--- src/rtl/mem_ctrl_pkg.sv ---
// Shared widths, sizes and FSM encoding for the RAM access controller.
package mem_ctrl_pkg;

   localparam int unsigned DATA_WIDTH     = 32;
   localparam int unsigned ADDRESS_WIDTH  = 9;
   localparam int unsigned MEM_SIZE       = 512;
   localparam int unsigned REQ_ADDR_WIDTH = 32;

   typedef enum logic [1:0] {
      IDLE   = 2'd0,
      ACCESS = 2'd1,
      RESP   = 2'd2
   } state_t;

endpackage

--- src/rtl/mem_access_ctrl_if.sv ---
// CPU request/response handshake plus RAM strobe bus; slave = controller, master = its environment.
interface mem_access_ctrl_if
   import mem_ctrl_pkg::*;
();

   logic                      req_valid;
   logic                      req_ready;
   logic                      req_write;
   logic [REQ_ADDR_WIDTH-1:0] req_addr;
   logic [DATA_WIDTH-1:0]     req_wdata;
   logic                      rsp_valid;
   logic                      rsp_ready;
   logic [DATA_WIDTH-1:0]     rsp_rdata;
   logic                      rsp_err;
   logic                      mem_read;
   logic                      mem_write;
   logic [ADDRESS_WIDTH-1:0]  mem_address;
   logic [DATA_WIDTH-1:0]     mem_data_in;
   logic [DATA_WIDTH-1:0]     mem_data_out;

   modport slave (
      input  req_valid, req_write, req_addr, req_wdata, rsp_ready, mem_data_out,
      output req_ready, rsp_valid, rsp_rdata, rsp_err,
             mem_read, mem_write, mem_address, mem_data_in
   );

   modport master (
      output req_valid, req_write, req_addr, req_wdata, rsp_ready, mem_data_out,
      input  req_ready, rsp_valid, rsp_rdata, rsp_err,
             mem_read, mem_write, mem_address, mem_data_in
   );

endinterface

--- src/rtl/mem_access_ctrl_mdr_reg.sv ---
// Memory data register: load-capture from RAM wins over store data from the request.
module mdr_reg #(
   parameter int unsigned WIDTH = 32
) (
   input  logic             clk,
   input  logic             rst_n,
   input  logic             ld_req,
   input  logic             ld_mem,
   input  logic [WIDTH-1:0] req_data,
   input  logic [WIDTH-1:0] mem_data,
   output logic [WIDTH-1:0] q
);

   always_ff @(posedge clk or negedge rst_n) begin
      if (!rst_n)      q <= '0;
      else if (ld_mem) q <= mem_data;
      else if (ld_req) q <= req_data;
   end

endmodule

--- src/rtl/mem_access_ctrl.sv ---
// Single-outstanding load/store initiator for a word-addressed RAM (IDLE -> ACCESS -> RESP).
// Optional MEM_BOUNDS_CHECK_EN: out-of-range requests skip the RAM and answer with rsp_err.
module mem_access_ctrl
   import mem_ctrl_pkg::*;
#(
   parameter int unsigned DATA_WIDTH    = mem_ctrl_pkg::DATA_WIDTH,
   parameter int unsigned ADDRESS_WIDTH = mem_ctrl_pkg::ADDRESS_WIDTH,
   parameter int unsigned MEM_SIZE      = mem_ctrl_pkg::MEM_SIZE
) (
   input  logic            Clock,
   input  logic            clear_n,
   mem_access_ctrl_if.slave bus
);

   state_t                   state, state_nxt;
   logic                     wr, wr_nxt;
   logic                     accept, capture, addr_err;
   logic                     req_ready_nxt, rsp_valid_nxt, mem_read_nxt, mem_write_nxt;
   logic [ADDRESS_WIDTH-1:0] mar;
   logic [DATA_WIDTH-1:0]    mdr;

`ifdef MEM_BOUNDS_CHECK_EN
   assign addr_err = (bus.req_addr >= REQ_ADDR_WIDTH'(MEM_SIZE));
`else
   logic unused_addr_hi;
   assign addr_err       = 1'b0;
   assign unused_addr_hi = ^{bus.req_addr[REQ_ADDR_WIDTH-1:ADDRESS_WIDTH], REQ_ADDR_WIDTH'(MEM_SIZE)};
`endif

   // Next state plus next values of the registered handshake/strobe outputs
   always_comb begin
      state_nxt = state;
      wr_nxt    = wr;
      accept    = 1'b0;
      capture   = 1'b0;
      case (state)
         IDLE: begin
            if (bus.req_valid && bus.req_ready) begin
               accept    = 1'b1;
               wr_nxt    = bus.req_write;
               state_nxt = addr_err ? RESP : ACCESS;
            end
         end
         ACCESS: begin
            capture   = !wr;
            state_nxt = RESP;
         end
         RESP: begin
            if (bus.rsp_valid && bus.rsp_ready) state_nxt = IDLE;
         end
         default: state_nxt = IDLE;
      endcase
      req_ready_nxt = (state_nxt == IDLE);
      rsp_valid_nxt = (state_nxt == RESP);
      mem_write_nxt = (state_nxt == ACCESS) && wr_nxt;
      mem_read_nxt  = (state_nxt == ACCESS) && !wr_nxt;
   end

   always_ff @(posedge Clock or negedge clear_n) begin
      if (!clear_n) begin
         state         <= IDLE;
         wr            <= 1'b0;
         bus.req_ready <= 1'b1;
         bus.rsp_valid <= 1'b0;
         bus.mem_read  <= 1'b0;
         bus.mem_write <= 1'b0;
      end else begin
         state         <= state_nxt;
         wr            <= wr_nxt;
         bus.req_ready <= req_ready_nxt;
         bus.rsp_valid <= rsp_valid_nxt;
         bus.mem_read  <= mem_read_nxt;
         bus.mem_write <= mem_write_nxt;
      end
   end

   // MAR: captured on accept, held through ACCESS
   always_ff @(posedge Clock or negedge clear_n) begin
      if (!clear_n)    mar <= '0;
      else if (accept) mar <= bus.req_addr[ADDRESS_WIDTH-1:0];
   end

   // Rejected requests load zero so the error response carries rdata = 0
   mdr_reg #(.WIDTH(DATA_WIDTH)) u_mdr (
      .clk      (Clock),
      .rst_n    (clear_n),
      .ld_req   (accept && (bus.req_write || addr_err)),
      .ld_mem   (capture),
      .req_data (addr_err ? '0 : bus.req_wdata),
      .mem_data (bus.mem_data_out),
      .q        (mdr)
   );

`ifdef MEM_BOUNDS_CHECK_EN
   always_ff @(posedge Clock or negedge clear_n) begin
      if (!clear_n)                                      bus.rsp_err <= 1'b0;
      else if (accept)                                   bus.rsp_err <= addr_err;
      else if ((state == RESP) && bus.rsp_ready)         bus.rsp_err <= 1'b0;
   end
`else
   assign bus.rsp_err = 1'b0;
`endif

   assign bus.mem_address = mar;
   assign bus.mem_data_in = mdr;
   assign bus.rsp_rdata   = mdr;

endmodule

--- src/flat_wrapper.sv ---
// flat-port wrapper written by rule: the top's interface ports become plain ports
module mem_access_ctrl_flat import mem_ctrl_pkg::*;
#(
   parameter int unsigned DATA_WIDTH    = mem_ctrl_pkg::DATA_WIDTH,
   parameter int unsigned ADDRESS_WIDTH = mem_ctrl_pkg::ADDRESS_WIDTH,
   parameter int unsigned MEM_SIZE      = mem_ctrl_pkg::MEM_SIZE
)
  (Clock, clear_n, bus_req_valid, bus_req_write, bus_req_addr, bus_req_wdata, bus_rsp_ready, bus_mem_data_out, bus_req_ready, bus_rsp_valid, bus_rsp_rdata, bus_rsp_err, bus_mem_read, bus_mem_write, bus_mem_address, bus_mem_data_in);
  mem_access_ctrl_if bus_i ();
  input  logic Clock;
  input  logic clear_n;
  input wire logic [$bits(bus_i.req_valid)-1:0] bus_req_valid;
  input wire logic [$bits(bus_i.req_write)-1:0] bus_req_write;
  input wire logic [$bits(bus_i.req_addr)-1:0] bus_req_addr;
  input wire logic [$bits(bus_i.req_wdata)-1:0] bus_req_wdata;
  input wire logic [$bits(bus_i.rsp_ready)-1:0] bus_rsp_ready;
  input wire logic [$bits(bus_i.mem_data_out)-1:0] bus_mem_data_out;
  output wire logic [$bits(bus_i.req_ready)-1:0] bus_req_ready;
  output wire logic [$bits(bus_i.rsp_valid)-1:0] bus_rsp_valid;
  output wire logic [$bits(bus_i.rsp_rdata)-1:0] bus_rsp_rdata;
  output wire logic [$bits(bus_i.rsp_err)-1:0] bus_rsp_err;
  output wire logic [$bits(bus_i.mem_read)-1:0] bus_mem_read;
  output wire logic [$bits(bus_i.mem_write)-1:0] bus_mem_write;
  output wire logic [$bits(bus_i.mem_address)-1:0] bus_mem_address;
  output wire logic [$bits(bus_i.mem_data_in)-1:0] bus_mem_data_in;
  assign bus_i.req_valid = bus_req_valid;
  assign bus_i.req_write = bus_req_write;
  assign bus_i.req_addr = bus_req_addr;
  assign bus_i.req_wdata = bus_req_wdata;
  assign bus_i.rsp_ready = bus_rsp_ready;
  assign bus_i.mem_data_out = bus_mem_data_out;
  assign bus_req_ready = bus_i.req_ready;
  assign bus_rsp_valid = bus_i.rsp_valid;
  assign bus_rsp_rdata = bus_i.rsp_rdata;
  assign bus_rsp_err = bus_i.rsp_err;
  assign bus_mem_read = bus_i.mem_read;
  assign bus_mem_write = bus_i.mem_write;
  assign bus_mem_address = bus_i.mem_address;
  assign bus_mem_data_in = bus_i.mem_data_in;
  mem_access_ctrl #(.DATA_WIDTH(DATA_WIDTH), .ADDRESS_WIDTH(ADDRESS_WIDTH), .MEM_SIZE(MEM_SIZE)) u_core (.Clock(Clock), .clear_n(clear_n), .bus(bus_i));
endmodule
--- config.mk ---
export PLATFORM = sky130hd
export DESIGN_NAME = mem_access_ctrl_flat
export DESIGN_NICKNAME = d
export VERILOG_FILES = /design/src/rtl/mem_ctrl_pkg.sv /design/src/rtl/mem_access_ctrl_if.sv /design/src/rtl/mem_access_ctrl_mdr_reg.sv /design/src/rtl/mem_access_ctrl.sv /design/src/flat_wrapper.sv
export SDC_FILE = /design/constraint.sdc
export NUM_CORES = 1
export LEC_CHECK = 0
export ABC_CLOCK_PERIOD_IN_PS = 2660
export BUFFER_PORTS_ARGS = -buffer_cell sky130_fd_sc_hd__buf_2
export CORE_MARGIN = 8
export CORE_UTILIZATION = 30
export CTS_CLUSTER_SIZE = 10
export DETAILED_ROUTE_END_ITERATION = 8
export SYNTH_ARGS = -nofsm -noshare
export SYNTH_HDL_FRONTEND = slang
export SYNTH_HIERARCHICAL = 1
export SYNTH_SLANG_ARGS = --single-unit
--- constraint.sdc ---
create_clock -name Clock -period 2.66 [get_ports Clock]
set_input_delay 0.133 -clock Clock [delete_from_list [all_inputs] [get_ports Clock]]
set_output_delay 0.133 -clock Clock [all_outputs]
set_load 0.01 [all_outputs]
# Yosys cells after proc, flatten, opt, wreduce, memory -nomap -nowiden

Index checks and enable logic that the tools add are counted.

Reduce and logical (&&, ||, !) cells: 10
Mux-type cells: 10
Equality and inequality tests: 4

Operators by type and width:

| kind                                                            | count |
|---|---|
| 32-bit 2-to-1 mux                                               | 2 |
| 2-bit one-hot mux with 3 select lines                           | 1 |
| 1-bit logical AND                                               | 5 |
| 1-bit 2-to-1 mux                                                | 5 |
| 2-bit by 1-bit == test with 1-bit output, second input constant | 2 |
| 2-bit == test, second input constant                            | 2 |
| 2-bit zero test                                                 | 2 |
| 2-bit 2-to-1 mux                                                | 2 |
| 1-bit zero test                                                 | 2 |
| 2-bit nonzero test                                              | 1 |

Register bits: 48
Input port bits: 101

# Logic depth before layout (Yosys ltp)

Depth in word-level cells: 6
Gate-level depth with buffers: 8

# Hierarchy

The synthesis kept the hierarchy.

By module, submodules not included:

| module          | area each (um^2) | instances | seq. area each (um^2) | cells an instance |
|---|---|---|---|---|
| mdr_reg         | 1515.2           | 1         | 800.8                 | 139 |
| mem_access_ctrl | 897.1            | 1         | 401.6                 | 73 |

# Least setup slack after synthesis

Ideal clock, no wire load.

Path kind: register to register
Start point: register u_core.bus.req_ready
End point: register u_core.u_mdr.q[11]
Period minus slack after synthesis: 1.894 ns
Path buffers: 4
Cell stages (with the launch flop): 9
Arrival: 1.773 ns
Setup time: 0.120 ns
Setup slack: 0.766 ns
Path through: dfstp_2 nor4bb_1 buf_4 buf_12 and2_1 buf_6 buf_12 mux2i_1 o21ai_2

Longest elaborated chain between the ends: 5

RTL lines:

| what                         | line                          | text |
|---|---|---|
| from (decl)                  | mem_access_ctrl_if.sv:23      | `output req_ready, rsp_valid, rsp_rdata, rsp_err,` |
| from (signal assigned)       | mem_access_ctrl.sv:70         | `bus.req_ready <= req_ready_nxt;` |
| 1-bit logical AND            | mem_access_ctrl.sv:38         | `if (bus.req_valid && bus.req_ready) begin` |
| 1-bit 2-to-1 mux             | mem_access_ctrl.sv:38         |  |
| 1-bit 2-to-1 mux             | mem_access_ctrl.sv:36         | `case (state)` |
| 1-bit logical AND            | mem_access_ctrl.sv:87         | `.ld_req (accept && (bus.req_write \|\| addr_err)),` |
| 2-bit nonzero test (no line) | --                            |  |
| to (signal assigned)         | mem_access_ctrl_mdr_reg.sv:16 | `else if (ld_mem) q <= mem_data;` |
| to (signal assigned)         | mem_access_ctrl_mdr_reg.sv:17 | `else if (ld_req) q <= req_data;` |
| to (decl)                    | mem_access_ctrl_mdr_reg.sv:11 | `output logic [WIDTH-1:0] q` |

Every way passes these cells.
A chain may end at the register's enable or synchronous reset.

# Worst setup path in the final report

Start point: register u_core.bus.req_ready
End point: register u_core.u_mdr.q[14]

The elaborated chain is that of the path after synthesis.

==> flow_summary.yaml <==
sta:
  slew_headroom_pct: 30.0
  skew_ns: 0.00575
  fmax_mhz: 564
  rsz0062_at_grt: "false"
  finalSetupTns_ns: 0
  period_share_pct: 66.6
  period_needed_ns: 1.77
  holdWs_ns: 0.0275
  setup_violations: 0
  slew_violations: 0
  tightest_slew_ns: 1.05
  report.final.hold_viol_count: 0
clock_network:
  clkSlewWorstSetupHoldPaths_ns: 0.09
  clk_latency_ns: 0.29
  root_buffer: "clkbuf_8"
  tritoncts: "built"
  numCtsBuffers: 5
  clockBufferDepth: 2
  postCtsSetupRepairBufs: 0
  clock_sinks: 48
  post_cts_resized: 0
  h-tree-depth: 2
  hold_buffers: 0
floorplan:
  dieArea_um2: 11200
  num_rows: 32
  die_x_um: 106
  core-area_um2: 7770
  pin_count: 179
  floorplan.initialDensity_pct: 31.1
  die_h_um: 106
detailed_routing:
  dr_total_vias: 1893
  detail_route.wl_per_cell_um: 14.2
  drtPass1Iterations: 4
  wl_mm: 6.19
  routed_via_density: 4.35
  antenna_left: 0
  drt_iter0_drc: 68
  drcViolationCount: 0
worst_setup_path:
  critPathMaxFanout: 16
  crit_required_ns: 2.83
  critical_path_class: "reg -> reg"
  reg2reg_slack_ns: 0.89
  endpoint_kind: "flop"
  cp.arrival_ns: 1.94
  start_kind: "flop"
cells_and_area:
  num-fill-cells: 814
  most-common-layout-cells: "buf_2 (154), dfrtp_1 (47), mux2i_1 (32), nand2_1 (32), o21ai_1 (28)"
  drive_gt1_share_pct: 55.0
  fin_nets: 433
  regArea_um2: 1200
  multi_input_area_um2: 846
  area_delta_synth_final_pct: 27.6
  fin_util_pct: 39.6
  n_antenna_cell: 0
  final-instance-count-excl-fill: 435
  layout_commonest_cell: "buf_2"
  design_area_um2: 3080
global_routing:
  grt_pass1_wl_mm: 10.5
  grt.total_usage_pct: 11.2
  antenna_found_initial: 0
  grt_max_degree: 49
  overflow: 0
  first_global_vias: 2141
synth:
  synth-warning-count: 6
  synth.avg_cell_area_um2: 11.4
  syn-cell-area_um2: 2410
  ys_seq_elements: 48
  synth_fp_nets: 313
  synth.top_cell.area_share_pct: 48.8
  syn_inst: 212
  synth_area_leaders: "dfrtp_1 (49%), mux2i_1 (13%), buf_4 (11%)"
  synth_cell_types: 21
  synth_top_cell_by_area: "dfrtp_1"
  ys_seq_area_share_pct: 49.8
outcome:
  status: "complete, no violations"
place:
  port_buffers: 154
  routabilityCongestion: 0.729
  dpl.hpwl_mm: 4.89
  dp.cells: 427
  post_dp_cell_area_um2: 2990
min_path:
  hold_class: "in -> async"
power_and_ir_drop:
  power_leakage_nw: 1.54
  ir_drop_v: 0.000472
  powerDensity_nw_per_um2: 1100
job:
  maxCapViolCount: 0
## final cells by class
| class | count | area share, % |
|---|---|---|
| sequential | 48 | 39.1 |
| timing repair buffer | 159 | 26.3 |
| tap | 102 | 4.15 |
| inverter | 1 | 0.122 |
| multi-input combinational | 117 | 27.5 |
| clock buffer | 8 | 2.93 |
## critical path, stage by stage, from the launching register on
cell and delay, ns:
dfstp_2 0.55, nor4bb_4 0.28, and2_2 0.19, buf_4 0.28, mux2i_1 0.26, o21ai_1 0.07
## synth_stat cells (all sizes together)
master / instances
a211o: 1
a21oi: 1
and2: 2
buf: 46
conb: 1
dfrtp: 47
dfstp: 1
inv: 1
mux2: 12
mux2i: 32
nand2: 32
nor2b: 1
nor3b: 1
nor4bb: 1
o21ai: 33
## power by group
part / total (W) / internal, W / switching, W
Combinational: 0.00163 / 0.000785 / 0.000843
Sequential: 0.00132 / 0.00109 / 0.000236
Clock: 0.000444 / 0.000213 / 0.000231
Total: 0.00340 / 0.00208 / 0.00131
## cells by family (layout without fill, tap and decap cells)
group,Yosys count,in the layout,synth area share (%)
other,1,1,0.155
DFF,48,48,49.8
AOI/OAI and AO/OA,35,35,7.73
buffers and inverters,47,168,16.0
and+or+nand+nor,37,37,6.48
muxes,44,44,19.8
## final timing paths
| check | from | endpoint | cells past startpoint |
|---|---|---|---|
| setup / recovery | u_core/bus.req_ready | u_core/u_mdr/q[14] | 5 |
| hold / removal | clear_n | u_core/u_mdr/q[14] | 1 |
| setup reg to reg | u_core/bus.req_ready | u_core/u_mdr/q[14] | 5 |
| hold reg to reg | u_core/bus.mem_address[7] | u_core/bus.mem_address[7] | 1 |
| max in group asynchronous | clear_n | u_core/bus.mem_address[7] | 1 |
| min in group Clock | bus_req_write | u_core/bus.mem_read | 2 |
## flip-flops by register name, indices dropped and copies added, names as in the netlist
register	count
u_core/wr	1
u_core/bus.rsp_valid	1
u_core/state	2
u_core/bus.mem_read	1
u_core/bus.mem_write	1
u_core/u_mdr/q	32
u_core/bus.req_ready	1
u_core/bus.mem_address	9
## layer usage
layer	vias to the layer above	global-route usage (%)	part of all wire, %
li1	916	-	-
met1	892	12.1	40
met2	81	19.8	50
met3	4	4.81	9.4
met4	0	2.41	0.39
met5	-	0	0
## metrics by stage
| stage | worst slack, ns | power [W] |
|---|---|---|
| after floorplan | 0.766 | 0.00258 |
| after global placement | 0.897 | 0.00298 |
| after detailed placement | 0.866 | 0.00302 |
| after CTS | 0.851 | 0.00347 |
| after global routing | 0.730 | 0.00369 |
| final | 0.889 | 0.00340 |
No activity file was read; power rests on OpenSTA's default activity.
